`src/rtl/referee_1_rr_pkg.sv`:
```
// Shared definitions for the transaction-layer referees and the link state machine.
// Holds the word geometry, the one-hot link state encodings and small datapath helpers.
package referee_pkg;

    localparam int LINE_SIZE = 12;
    localparam int NUM_VC    = 4;

    typedef enum logic [3:0] {
        ST_RESET  = 4'b0001,
        ST_INIT   = 4'b0010,
        ST_IDLE   = 4'b0100,
        ST_ACTIVE = 4'b1000
    } link_state_e;

    // Expands a 2-bit source index into a one-hot source select.
    function automatic logic [NUM_VC-1:0] onehot4(input logic [1:0] idx);
        logic [NUM_VC-1:0] vec;
        case (idx)
            2'd0:    vec = 4'b0001;
            2'd1:    vec = 4'b0010;
            2'd2:    vec = 4'b0100;
            2'd3:    vec = 4'b1000;
            default: vec = 4'b0000;
        endcase
        return vec;
    endfunction

endpackage

```
`src/rtl/referee_1_rr_if.sv`:
```
// Bundle between the fan-in referee, its four source FIFOs, the destination FIFO
// and the link state machine. master = referee side, slave = environment side.
interface referee_1_rr_if;
    import referee_pkg::*;

    logic [3:0]                  state;
    logic [NUM_VC-1:0]           empty_f_signal;
    logic [NUM_VC-1:0]           almost_empty_signal;
    logic                        almost_full_signal;
    logic [NUM_VC*LINE_SIZE-1:0] data_in;
    logic [NUM_VC-1:0]           pop_signal;
    logic                        push_signal;
    logic [LINE_SIZE-1:0]        data_out;
    logic                        idle_out;

    modport master (
        input  state, empty_f_signal, almost_empty_signal, almost_full_signal, data_in,
        output pop_signal, push_signal, data_out, idle_out
    );

    modport slave (
        output state, empty_f_signal, almost_empty_signal, almost_full_signal, data_in,
        input  pop_signal, push_signal, data_out, idle_out
    );

endinterface

```
`src/rtl/referee_1_rr_pick4.sv`:
```
// Combinational four-way circular priority picker: first eligible source found
// when searching upward from last_grant+1, wrapping modulo 4.
module rr_pick4 (
    input  logic [3:0] eligible,
    input  logic [1:0] last_grant,
    output logic       grant_valid,
    output logic [1:0] grant
);

    logic [1:0] idx_s;

    // Circular scan; the first hit wins and later offsets are ignored.
    always_comb begin
        grant_valid = 1'b0;
        grant       = 2'd0;
        idx_s       = 2'd0;
        for (int k = 1; k <= 4; k++) begin
            idx_s = last_grant + 2'(k);
            if (!grant_valid && eligible[idx_s]) begin
                grant_valid = 1'b1;
                grant       = idx_s;
            end else begin
                grant_valid = grant_valid;
            end
        end
    end

endmodule

```
`src/rtl/referee_1_rr.sv`:
```
// Four-to-one round-robin fan-in referee: pops one eligible source per cycle and
// forwards the popped word to the destination FIFO one cycle later.
module referee_1_rr
    import referee_pkg::*;
(
    input  logic           clk,
    input  logic           reset_L,
    referee_1_rr_if.master bus
);

    logic                 en_s;
    logic [NUM_VC-1:0]    eligible_s;
    logic                 grant_valid_s;
    logic [1:0]           grant_s;
    logic                 take_s;
    logic [LINE_SIZE-1:0] fwd_word_s;

    logic [NUM_VC-1:0]    pop_r;
    logic                 push_r;
    logic [LINE_SIZE-1:0] data_out_r;
    logic                 idle_r;
    logic [1:0]           last_grant_r;

    // A source whose last word is already being popped must not be popped again.
    always_comb begin
        en_s       = (bus.state == ST_IDLE) || (bus.state == ST_ACTIVE);
        eligible_s = ~bus.empty_f_signal & ~(pop_r & bus.almost_empty_signal);
        take_s     = en_s && !bus.almost_full_signal && grant_valid_s;
    end

    rr_pick4 u_pick (
        .eligible    (eligible_s),
        .last_grant  (last_grant_r),
        .grant_valid (grant_valid_s),
        .grant       (grant_s)
    );

    // Selects the word of the source popped last cycle; holds otherwise.
    always_comb begin
        fwd_word_s = data_out_r;
        case (pop_r)
            4'b0001: fwd_word_s = bus.data_in[0*LINE_SIZE +: LINE_SIZE];
            4'b0010: fwd_word_s = bus.data_in[1*LINE_SIZE +: LINE_SIZE];
            4'b0100: fwd_word_s = bus.data_in[2*LINE_SIZE +: LINE_SIZE];
            4'b1000: fwd_word_s = bus.data_in[3*LINE_SIZE +: LINE_SIZE];
            default: fwd_word_s = data_out_r;
        endcase
    end

    // Grant, forward and idle registers; last_grant resets to 3 so source 0 goes first.
    always_ff @(posedge clk or negedge reset_L) begin
        if (!reset_L) begin
            pop_r        <= 4'b0000;
            push_r       <= 1'b0;
            data_out_r   <= '0;
            idle_r       <= 1'b0;
            last_grant_r <= 2'd3;
        end else begin
            if (take_s) begin
                pop_r        <= onehot4(grant_s);
                last_grant_r <= grant_s;
            end else begin
                pop_r        <= 4'b0000;
                last_grant_r <= last_grant_r;
            end
            push_r     <= |pop_r;
            data_out_r <= fwd_word_s;
            idle_r     <= en_s && (eligible_s == 4'b0000) && (pop_r == 4'b0000) && !push_r;
        end
    end

    assign bus.pop_signal  = pop_r;
    assign bus.push_signal = push_r;
    assign bus.data_out    = data_out_r;
    assign bus.idle_out    = idle_r;

endmodule

```
`src/flat_wrapper.sv`:
```
// flat-port wrapper written by rule: the top's interface ports become plain ports
module referee_1_rr_flat import referee_pkg::*;
  (clk, reset_L, bus_state, bus_empty_f_signal, bus_almost_empty_signal, bus_almost_full_signal, bus_data_in, bus_pop_signal, bus_push_signal, bus_data_out, bus_idle_out);
  referee_1_rr_if bus_i ();
  input  logic clk;
  input  logic reset_L;
  input wire logic [$bits(bus_i.state)-1:0] bus_state;
  input wire logic [$bits(bus_i.empty_f_signal)-1:0] bus_empty_f_signal;
  input wire logic [$bits(bus_i.almost_empty_signal)-1:0] bus_almost_empty_signal;
  input wire logic [$bits(bus_i.almost_full_signal)-1:0] bus_almost_full_signal;
  input wire logic [$bits(bus_i.data_in)-1:0] bus_data_in;
  output wire logic [$bits(bus_i.pop_signal)-1:0] bus_pop_signal;
  output wire logic [$bits(bus_i.push_signal)-1:0] bus_push_signal;
  output wire logic [$bits(bus_i.data_out)-1:0] bus_data_out;
  output wire logic [$bits(bus_i.idle_out)-1:0] bus_idle_out;
  assign bus_i.state = bus_state;
  assign bus_i.empty_f_signal = bus_empty_f_signal;
  assign bus_i.almost_empty_signal = bus_almost_empty_signal;
  assign bus_i.almost_full_signal = bus_almost_full_signal;
  assign bus_i.data_in = bus_data_in;
  assign bus_pop_signal = bus_i.pop_signal;
  assign bus_push_signal = bus_i.push_signal;
  assign bus_data_out = bus_i.data_out;
  assign bus_idle_out = bus_i.idle_out;
  referee_1_rr u_core (.clk(clk), .reset_L(reset_L), .bus(bus_i));
endmodule
```
`config.mk`:
```
export PLATFORM = sky130hd
export DESIGN_NAME = referee_1_rr_flat
export DESIGN_NICKNAME = d
export VERILOG_FILES = /design/src/rtl/referee_1_rr_pkg.sv /design/src/rtl/referee_1_rr_if.sv /design/src/rtl/referee_1_rr_pick4.sv /design/src/rtl/referee_1_rr.sv /design/src/flat_wrapper.sv
export SDC_FILE = /design/constraint.sdc
export NUM_CORES = 1
export LEC_CHECK = 0
export ABC_AREA = 1
export CAP_MARGIN = 20
export CORE_UTILIZATION = 39
export CTS_BUF_LIST = sky130_fd_sc_hd__clkbuf_8
export DETAILED_ROUTE_END_ITERATION = 7
export PLACE_DENSITY = 0.83
export SETUP_SLACK_MARGIN = 0.02
export SYNTH_ARGS = -nofsm -noshare
export SYNTH_HDL_FRONTEND = slang
export SYNTH_SLANG_ARGS = --single-unit
```
`constraint.sdc`:
```
create_clock -name clk -period 1.6 [get_ports clk]
set_input_delay 0.32 -clock clk [delete_from_list [all_inputs] [get_ports clk]]
set_output_delay 0.32 -clock clk [all_outputs]
set_load 0.02 [all_outputs]
```
==> Word level (Yosys, flattened, before mapping) <==
Cells that the tools add are included.
{ "op_classes": {"addsub": 3, "muxes": 19, "n_bitwise": 4, "order_cmp": 4, "n_reduce_logical": 19, "eq_ne": 9} }
{ "ops": {"columns": ["op", "count"], "rows": [
  ["case mux 12 bit (4 select lines)", 1],
  ["case mux 4 bit (4 select lines)", 1],
  ["< comparator 2 x 3 -> 1 bit, second input constant", 4],
  ["AND 4 bit", 2],
  ["binary-select mux 1 bit (select 2 bit)", 4],
  ["== test 4 x 3 -> 1 bit, second input constant", 2],
  ["== test 4 bit, second input constant", 2],
  ["logical AND 1 bit", 8],
  ["logical NOT 4 bit", 2],
  ["2-to-1 mux 1 bit", 8],
  ["2-to-1 mux 2 bit", 4],
  ["inverter 4 bit", 2],
  ["logical NOT 1 bit", 5],
  ["adder 2 bit, second input constant", 2],
  ["== test 2 bit, second input constant", 2],
  ["== test 4 x 1 -> 1 bit, second input constant", 1],
  ["== test 4 x 2 -> 1 bit, second input constant", 1],
  ["2-to-1 mux 4 bit", 1],
  ["nonzero test 4 bit", 1],
  ["OR reduction 4 bit", 1],
  ["adder 2 x 1 -> 2 bit, second input constant", 1],
  ["== test 2 x 1 -> 1 bit, second input constant", 1],
  ["logical NOT 2 bit", 1],
  ["logical OR 1 bit", 1]
]} }
{ "word_totals": {"output_inout_bits": 18, "register_bits": 20} }

==> Longest topological paths before layout <==
Gate-level depths: netlist of run 1.
{ "logic_depth": {"depth_word": 18, "depth_mapped": 12} }

==> Cells and area by module <==
Synthesis of run 1 repeated with hierarchy kept, for this count alone.
{ "hier_totals": {"hier_cells": 262, "area_unflattened_um2": 1626.6} }
{ "by_module_without_submodules": {"columns": ["mod", "area_each_um2", "cells_each", "n_inst", "seq_area_each_um2"], "rows": [
  ["referee_1_rr", 1355.0, 210, 1, 503.0],
  ["rr_pick4", 271.5, 52, 1, 0.0]
]} }

==> Least setup slack after synthesis of run 1 <==
No wires, ideal clock.
{ "synth_path": {"path_type": "register -> register", "startpoint": "register u_core.pop_r[1] (netlist: u_core.bus.pop_signal[1])", "endpoint": "register u_core.data_out_r[10] (netlist: u_core.bus.data_out[10])", "path_stages_with_launch": 9, "n_path_buf": 1, "slack_ps": 133, "setup_ps": 88, "required_ps": 1512, "arrival_ps": 1378, "synth_period_minus_slack_ps": 1467, "path_cell_list": "dfrtp_1 nor2_1 nand2_1 nor2_2 nor2_2 nand3_2 buf_2 nor2_1 a41oi_1"} }
{ "synth_via": {"elab_chain_cells": 2, "elab_cells_between_ends": 6, "cone_classes": "eq/ne (4); mux (1); reduce/logical (1)"} }
{ "synth_rtl": {"columns": ["element", "line", "rtl"], "rows": [
  ["start, declared", "referee_1_rr.sv:18", "logic [NUM_VC-1:0] pop_r;"],
  ["start signal, assigned", "referee_1_rr.sv:60", "pop_r <= onehot4(grant_s);"],
  ["== test 4 bit (tied with other cells)", "referee_1_rr.sv:41", "case (pop_r)"],
  ["case mux 12 bit (4 select lines) or nonzero test 4 bit (tied branches)", null, null],
  ["end signal, assigned", "referee_1_rr.sv:67", "data_out_r <= fwd_word_s;"],
  ["end, declared", "referee_1_rr.sv:20", "logic [LINE_SIZE-1:0] data_out_r;"]
]} }
Parallel ways exist; a longest one is shown, timed or not.
A chain may end at the register's enable or synchronous reset.

==> Final worst setup path of run 1 <==
{ "layout_path": {"startpoint": "register u_core.data_out_r[11] (netlist: u_core.bus.data_out[11])", "endpoint": "output bus_data_out[11]"} }
{ "layout_lines": {"columns": ["element", "line", "rtl"], "rows": [
  ["end, declared", "flat_wrapper.sv:14", "output wire logic [$bits(bus_i.data_out)-1:0] bus_data_out;"]
]} }
No word-level cell between the ends.

==> results of run 1 <==
power by group through the flow:
stage	Sequential, W	Clock [W]	Combinational [W]
after floorplan	0.00107	0	0.00103
after global placement	0.000867	0	0.00195
after detailed placement	0.000873	0	0.00196
after CTS	0.000863	0.000399	0.00197
after global routing	0.000890	0.000413	0.00218
final	0.000862	0.000385	0.00196
metal layers:
metal  up-vias  wire [um]  global-route usage, %  share of wire [%]
met1       809       2010                   32.3                 46
li1        863          -                      -                  -
met2        44       2170                   37.5                 49
met3         4        173                   4.14                3.9
met5         -          0                      0                  0
met4         0         46                   6.35                1.0
sequential cells by signal, indices dropped and copies added (netlist names):
register / cells
u_core.bus.idle_out: 1
u_core.bus.data_out: 12
u_core.bus.pop_signal: 4
u_core.bus.push_signal: 1
u_core.last_grant_r: 2
synth_stat cells:
library cell and n:
a21oi_1 2, a41oi_1 12, buf_2 4, buf_6 1, clkbuf_1 3, dfrtp_1 18
dfstp_2 2, inv_1 10, inv_2 2, inv_4 1, nand2_1 77, nand2_2 7
nand3_1 14, nand3_2 5, nand3b_1 1, nand4_1 4, nor2_1 22, nor2_2 2
nor3_1 1, nor4_1 1, o211ai_1 12, o21ai_0 2
through the flow:
stage | hold WS, ns | setup slack (ns) | instance area, um2
floorplan | 0.0244 | 0.133 | 1400
global placement | 0.509 | -0.203 | 2310
detailed placement | 0.514 | -0.254 | 2310
CTS | 0.400 | 0.0442 | 2360
global route | 0.431 | -0.0674 | 2410
finish | 0.395 | 0.0514 | 2410
placed cells by master (no fill, tap or decap), types with 5 or more instances in the layout:
cell / synthesis / final
a41oi_1: 12 / 12
nand3_1: 14 / 13
dlymetal6s2s_1: 0 / 9
dfrtp_1: 18 / 18
clkdlybuf4s50_1: 0 / 67
buf_4: 0 / 9
o211ai_1: 12 / 12
nor2_1: 22 / 19
nand2_1: 77 / 76
nand3_2: 5 / 5
nor2_2: 2 / 5
nand2_2: 7 / 8
inv_1: 10 / 9
cells by family after synthesis:
kind of cell,Yosys count,synth area share [%]
compound gates,28,15.3
buf+inv,21,6.69
flops,20,35.8
simple gates,134,42.2
cell type report:
type,count,area share [%]
Multi-Input combinational cell,162,34.7
Clock buffer,4,2.29
Timing Repair Buffer,90,37.6
Inverter,13,2.13
Tap cell,46,2.39
Sequential cell,20,20.9
worst register-to-register path: stages, from the launching register on:
cell and delay (ns):
dfstp_2 0.62, inv_4 0.08, nand3_2 0.12, nand2_2 0.08, nand2_2 0.08, nand2_2 0.06
a21oi_1 0.13, nand2_1 0.09, nand3_1 0.12, o21ai_0 0.10
final timing paths:
kind / start / endpoint / slack, ns / cells after the start
worst max-delay path: u_core.bus.data_out[11] / bus_data_out[11] / 0.05 / 1
worst min-delay path: reset_L / u_core.bus.data_out[7] / 0.40 / 2
worst max register to register: u_core.last_grant_r[0] / u_core.last_grant_r[0] / 0.05 / 9
worst min register to register: u_core.bus.push_signal / u_core.bus.idle_out / 0.52 / 2
max in group asynchronous: reset_L / u_core.last_grant_r[0] / 0.93 / 2
min in group clk: u_core.bus.push_signal / u_core.bus.idle_out / 0.52 / 2
timing repair:
action                     in CTS  in global routing
setup endpoints to repair       7                 27
hold buffers                    0                  0
gates resized for setup         5                 16
pin swaps                       0                  0
==> out/qor.yml, run 1 <==
status: "finished clean"
worstPathMaxFanout: 2
power_frac_clock_pct: 12.0
clockBufferDepth: 2
synth_top_area_share_pct: 32.1
grt_first_pass_wirelength_mm: 6.58
synth-seq-area-share_pct: 35.8
multi_input_area_um2: 836
max-slew-margin-rel_pct: 82.6
post_drt_wl_per_cell_um: 13.1
p_switching_w: 0.00139
start_kind: "flip-flop"
ant_nets: 0
fin_crit_ns: 1.55
die_x_um: 62.0
antenna_cells: 0
worstMarginPinSlew_ns: 0.261
power_leakage_nw: 1.11
skew_ns: 0.00178
drt_iter0_markers: 69
p_comb_share_pct: 61.2
htreeDepth: 1
syn-num-nets: 266
io_pins: 81
io_buffers: 80
area_growth_pct: 71.6
fin_tns_setup_ns: 0
fin_util_pct: 71.1
hold_viol_final: 0
fillers: 257
nets: 353
register_area_um2: 503
grt_use_total_pct: 23.4
slowest_delay_ns: 0.62
antenna_found_initial: 0
clock_tree.root_cell: "clkbuf_8"
required_ns: 1.28
dp_cells: 331
synth_warnings: 0
grt-ovfl-total: 0
drive_gt1_share_pct: 13.8
cp-end-kind: "primary output"
switching_share_pct: 43.2
grt_pass1_vias: 1480
layout.cells.non_filler: 335
grt_max_degree: 21
setup_violations: 0
fp.dieH_um: 62.0
cts_buffers: 3
hpwl_mm: 3.40
drc: 0
cts_setup_buffers: 0
synth_cell_types: 22
initial_utilization_pct: 41.4
coreArea_mm2: 0.00339
power_w: 0.00321
fin_crit_sh_pct: 96.8
critPathSlowestCell: "clkdlybuf4s50_1"
ys_ff_latch: 20
timing.fmax_mhz: 646
via_count: 1720
die-area_mm2: 0.00384
clkTransAtPathRegs_ns: 0.07
vias_per_cell: 5.13
cts_tree: "yes"
path_cells: "clkdlybuf4s50_1"
p_seq_share_pct: 26.8
path_buf_inv: 1
yosysTopAreaCell: "dfrtp_1"
synth.area.top_cells: "dfrtp_1 (32%), nand2_1 (21%), a41oi_1 (7.5%)"
cp_top_family: "buffers and inverters"
worst_hold_path_type: "in2async"
power.internal_w: 0.00182
worstSetupPathType: "reg2out"
avgSynthCellArea_um2: 6.92
firstDrtPassIters: 4
gp_congestion: 0.930
drt-total-wl_mm: 4.40
vdd_drop_max_uv: 824
syn_inst: 203
arrival_ns: 1.23
pwr_density_cell_mw_per_mm2: 1330
syn_area_mm2: 0.00140
clock-sinks: 20
rsz0062_at_grt: "true"
rows: 21
clock_latency_ns: 0.26
drv_cap: 0
slew_viol_final: 0
(Power assumes the default switching activity.)
==> run 2: changes to the inputs <==
--- a/config.mk
+++ b/config.mk
@@ -10,6 +10,7 @@
 export CORE_UTILIZATION = 39
 export CTS_BUF_LIST = sky130_fd_sc_hd__clkbuf_8
 export DETAILED_ROUTE_END_ITERATION = 7
+export HOLD_SLACK_MARGIN = 0.12
 export PLACE_DENSITY = 0.83
 export SETUP_SLACK_MARGIN = 0.02
 export SYNTH_ARGS = -nofsm -noshare
==> constraint.sdc (replaced) <==
create_clock -name clk -period 1.6 [get_ports clk]
set_input_delay 0.32 -clock clk [delete_from_list [all_inputs] [get_ports clk]]
set_output_delay 0.32 -clock clk [all_outputs]
set_load 0.01 [all_outputs]
==> out/qor.yml, run 2 (same netlist as run 1, synthesis figures left out) <==
io_pins: 81  # unchanged
io_buffers: 80  # unchanged
worstPathMaxFanout: 8  # +6
htreeDepth: 1  # unchanged
r2r_setup_slack_ns: -0.07  # -0.12 ns
die_x_um: 62.0  # unchanged
firstDrtPassIters: 4  # unchanged
antenna_found_initial: 0  # unchanged
worst_r2r_path_depth: 10  # +1
pwr_density_cell_mw_per_mm2: 1360  # +1.9%
rsz0062_at_grt: "true"
violations: "negative setup slack"
reg2reg_from: "u_core.last_grant_r[0]"
clkTransAtPathRegs_ns: 0.08  # about the same
switching_share_pct: 42.5  # -0.73 points
drc: 0  # unchanged
clock_latency_ns: 0.26  # about the same
nets: 358  # +1.4%
required_ns: 1.78  # +0.50 ns
start_kind: "flip-flop"
drv_cap: 0  # unchanged
fin_crit_ns: 1.67  # +0.122 ns
rows: 21  # unchanged
worst_hold_path_type: "in2async"
initial_utilization_pct: 41.4  # unchanged
final_area_mm2: 0.00255  # +6.0%
worstSetupPathType: "reg2reg"
drt-total-wl_mm: 5.25  # +19%
cts_tree: "yes"
power_w: 0.00347  # +8.0%
timing.fmax_mhz: 598  # -7.3%
grt_pass1_vias: 1578  # +6.6%
hpwl_mm: 3.48  # +2.1%
drt_iter0_markers: 142  # +110%
p_comb_share_pct: 63.8  # +2.6 points
worstMarginPinSlew_ns: 0.270  # +0.00890 ns
via_count: 1820  # +5.8%
ctsHoldBuffers: 0  # unchanged
drive_gt1_share_pct: 21.1  # +7.2 points
largest_register_ffs: 12  # unchanged
grt-ovfl-total: 0  # unchanged
post_drt_wl_per_cell_um: 15.4  # +17%
power_leakage_nw: 1.07  # -4.2%
setup_violations: 6  # +6
die-area_mm2: 0.00384  # unchanged
cts_buffers: 3  # unchanged
hold_viol_final: 0  # unchanged
power_frac_clock_pct: 11.1  # -0.9 points
fp.dieH_um: 62.0  # unchanged
grt_use_total_pct: 24.2  # +0.87 points
coreArea_mm2: 0.00339  # unchanged
cp-end-kind: "flip-flop"
gp_congestion: 0.908  # -2.4%
grt_first_pass_wirelength_mm: 6.90  # +4.9%
finalWorstSetupSlack_ns: -0.0710  # -0.122 ns
clockBufferDepth: 2  # unchanged
vdd_drop_max_uv: 894  # +8.6%
p_seq_share_pct: 25.2  # -1.6 points
p_switching_w: 0.00147  # +6.2%
skew_ns: 0.00847  # +0.00668 ns
max-slew-margin-rel_pct: 82.0  # -0.56 points
slew_viol_final: 0  # unchanged
mostFrequentLayoutCells: "clkdlybuf4s50_1 (79), nand2_1 (69), nor2_1 (18)"
grt_max_degree: 21  # unchanged
timing.rr.end: "u_core.bus.pop_signal[2]"
ant_nets: 0  # unchanged
power.internal_w: 0.00199  # +9.4%
clock-sinks: 20  # unchanged
status: "complete, but fails checks"
vias_per_cell: 5.35  # +4.3%
antenna_cells: 0  # unchanged
arrival_ns: 1.86  # +0.63 ns
layout_commonest_cell: "clkdlybuf4s50_1"
clock_tree.root_cell: "clkbuf_8"
fin_crit_sh_pct: 104  # +7.6 points
place_area_mm2: 0.00231  # unchanged
area_growth_pct: 81.8
==> run 2: cell types whose count changed in the layout (fill, tap and decap cells not counted), sizes merged <==
| cell | delta |
|---|---|
| inv | -1 |
| clkdlybuf4s50 | +12 |
| dlygate4sd2 | -4 |
| dlymetal6s2s | -8 |
| buf | +5 |
| clkinv | +1 |
==> run 2: worst max-delay path by stage <==
stage	from	end	slack (ns)	depth (start not counted)
2_1_floorplan	u_core.last_grant_r[1]	u_core.last_grant_r[0]	0.18	10
3_3_place_gp	bus_state[2]	u_core.bus.pop_signal[3]	-0.21	7
3_5_place_dp	bus_state[2]	u_core.bus.pop_signal[3]	-0.27	7
4_1_cts	u_core.bus.pop_signal[0]	bus_pop_signal[0]	0.04	1
5_1_grt	u_core.last_grant_r[0]	u_core.bus.pop_signal[2]	-0.16	10
6_report	u_core.last_grant_r[0]	u_core.bus.pop_signal[2]	-0.07	10
==> run 2: stage by stage <==
stage	setup slack [ns]	hold slack, ns	std cells	utilization, %	TNS (ns)
after global placement	-0.208	0.514	331	68.1	-1.02
final	-0.0710	0.399	340	75.3	-0.300
after floorplan	0.180	0.0244	203	-	0
after global routing	-0.165	0.423	340	75.3	-0.904
after detailed placement	-0.267	0.517	331	68.1	-1.27
after CTS	0.0434	0.409	337	70.4	0
==> run 2: worst max-delay path, cell delays in order (launching register included) <==
cell and delay (ns):
dfstp_2 0.61, clkinv_4 0.14, nand2_2 0.12, nand2_4 0.07
nand3_2 0.08, nand2_1 0.08, a21oi_1 0.13, nand2_1 0.11
nand2_1 0.09, nand2_2 0.06, nor2_1 0.10
==> run 2: power groups by stage <==
stage	clock network (W)	registers [W]	logic, W
global route	0.000412	0.000903	0.00244
floorplan	0	0.000939	0.00103
global placement	0	0.000869	0.00181
finish	0.000384	0.000872	0.00221
detailed placement	0	0.000876	0.00184
CTS	0.000388	0.000868	0.00186
==> run 2: area by class of cell <==
type	count	area [um2]
clock buffers	4	55.1
fillers	252	837
inverters	13	53.8
multi-input cells	162	940
flip-flops and latches	20	505
well taps	46	57.6
repair buffers	95	941
==> run 2: layer usage <==
layer  track usage (%)  part of all wire [%]  wire (um)
met1              34.1                    41       2130
met4              7.94                   1.6         82
met2              37.4                    51       2690
met5                 0                     0          0
met3              4.55                   6.4        334
==> run 2: what timing repair did <==
item	in CTS	in global routing
endpoints found under the hold margin	0	0
pin swaps	0	18
gates resized for setup	2	32
gates cloned	0	0
endpoints found under the setup margin	3	19
buffers inserted	2	3
==> run 3: changes to the inputs <==
--- a/config.mk
+++ b/config.mk
@@ -12,6 +12,7 @@
 export DETAILED_ROUTE_END_ITERATION = 7
 export HOLD_SLACK_MARGIN = 0.12
 export PLACE_DENSITY = 0.83
+export RECOVER_POWER = 25
 export SETUP_SLACK_MARGIN = 0.02
 export SYNTH_ARGS = -nofsm -noshare
 export SYNTH_HDL_FRONTEND = slang
==> out/qor.yml, run 3 (same netlist as run 1, synthesis figures left out) <==
nets: 358  # unchanged
io_pins: 81  # unchanged
coreArea_mm2: 0.00339  # unchanged
ant_nets: 0  # unchanged
post_drt_wl_per_cell_um: 15.4  # unchanged
drive_gt1_share_pct: 20.7  # -0.34 points
clock-sinks: 20  # unchanged
gp_congestion: 0.908  # unchanged
violations: "negative setup slack"
die-area_mm2: 0.00384  # unchanged
start_kind: "flip-flop"
grt_pass1_vias: 1578  # unchanged
status: "complete, but fails checks"
fin_crit_sh_pct: 104  # about the same
io_buffers: 80  # unchanged
hpwl_mm: 3.48  # unchanged
dp_cells: 331  # unchanged
fin_crit_ns: 1.67  # +0.0000809 ns
hold_viol_final: 0  # unchanged
drv_cap: 0  # unchanged
largest_register_ffs: 12  # unchanged
vdd_drop_max_uv: 894  # about the same
fin_tns_setup_ns: -0.301  # -0.000499 ns
required_ns: 1.78  # about the same
grt-ovfl-total: 0  # unchanged
clkTransAtPathRegs_ns: 0.08  # about the same
area_growth_pct: 81.6
antenna_cells: 0  # unchanged
slew_viol_final: 0  # unchanged
setup_violations: 6  # unchanged
pwr_density_cell_mw_per_mm2: 1360  # +0.17%
ctsHoldBuffers: 0  # unchanged
place_area_mm2: 0.00231  # unchanged
cts_buffers: 3  # unchanged
worst_hold_path_type: "reg2reg"
cts_tree: "yes"
power_w: 0.00347  # about the same
initial_utilization_pct: 41.4  # unchanged
clockBufferDepth: 2  # unchanged
final_area_mm2: 0.00255  # -0.15%
firstDrtPassIters: 4  # unchanged
drc: 0  # unchanged
vias_per_cell: 5.37  # +0.33%
grt_use_total_pct: 24.2  # unchanged
clock_tree.root_cell: "clkbuf_8"
mostFrequentLayoutCells: "clkdlybuf4s50_1 (79), nand2_1 (69), nor2_1 (18)"
rows: 21  # unchanged
clock_latency_ns: 0.26  # about the same
worstSetupPathType: "reg2reg"
drt_iter0_markers: 142  # unchanged
power_leakage_nw: 1.06  # -0.34%
htreeDepth: 1  # unchanged
finalWorstSetupSlack_ns: -0.0711  # -0.0000809 ns
antenna_found_initial: 0  # unchanged
skew_ns: 0.00851  # +0.0000424 ns
layout_commonest_cell: "clkdlybuf4s50_1"
drt-total-wl_mm: 5.25  # unchanged
die_x_um: 62.0  # unchanged
arrival_ns: 1.86  # about the same
worstPathMaxFanout: 8  # unchanged
cp-end-kind: "flip-flop"
grt_first_pass_wirelength_mm: 6.90  # unchanged
via_count: 1826  # +0.33%
rsz0062_at_grt: "true"
worstMarginPinSlew_ns: 1.12  # +0.850 ns
grt_max_degree: 21  # unchanged
layout.cells.non_filler: 340  # unchanged
timing.fmax_mhz: 598  # about the same
max-slew-margin-rel_pct: 25.3  # -57 points
fp.dieH_um: 62.0  # unchanged
run 3: changes by cell type in the layout (fill, tap and decap cells not counted), sizes merged:
cell / delta
clkbuf: +1
buf: -1
run 3: area by class of cell:
type | instances | area, um2
Timing Repair Buffer | 95 | 937
Multi-Input combinational cell | 162 | 940
Sequential cell | 20 | 505
Clock buffer | 4 | 55.1
Fill cell | 253 | 841
Inverter | 13 | 53.8
Tap cell | 46 | 57.6
run 3: power by group:
part | total, W | switching [W] | internal, W | leakage (nW)
logic | 0.00221 | 0.00117 | 0.00104 | 0.795
clock network | 0.000385 | 0.000166 | 0.000219 | 0.0288
registers | 0.000873 | 0.000144 | 0.000729 | 0.241
total | 0.00347 | 0.00148 | 0.00199 | 1.06
run 3: worst max-delay path: stages, from the launching register on:
cell,delay [ns]
dfstp_2,0.61
clkinv_4,0.14
nand2_2,0.12
nand2_4,0.07
nand3_2,0.08
nand2_1,0.08
a21oi_1,0.13
nand2_1,0.11
nand2_1,0.09
nand2_2,0.06
nor2_1,0.10
run 3: stage by stage:
stage | utilization [%] | hold WS [ns] | worst slack [ns]
2_1_floorplan | - | 0.0244 | 0.180
6_report | 75.2 | 0.532 | -0.0711
5_1_grt | 75.2 | 0.563 | -0.165
3_5_place_dp | 68.1 | 0.517 | -0.267
4_1_cts | 70.4 | 0.409 | 0.0434
3_3_place_gp | 68.1 | 0.514 | -0.208
run 3: path summary, 6_finish.rpt:
kind,start,endpoint,cells past startpoint,slack [ns]
max,u_core.last_grant_r[0],u_core.bus.pop_signal[2],10,-0.07
min,u_core.bus.push_signal,u_core.bus.idle_out,2,0.53
max reg2reg,u_core.last_grant_r[0],u_core.bus.pop_signal[2],10,-0.07
min reg2reg,u_core.bus.push_signal,u_core.bus.idle_out,2,0.53
max in group asynchronous,reset_L,u_core.bus.pop_signal[2],2,0.12
min in group asynchronous,reset_L,u_core.bus.data_out[7],2,0.72
run 3: per-layer routing:
metal	global-route usage, %	share of wire [%]
met1	34.1	41
met2	37.4	51
met3	4.55	5.6
met4	7.94	1.8
met5	0	0
run 3: repair_timing:
item / 4_1_cts / 5_1_grt
pin swaps: 0 / 18
hold endpoints to repair: 0 / 0
gates resized for setup: 2 / 32
endpoints found under the setup margin: 3 / 19
cloned: 0 / 0
buffers inserted: 2 / 3
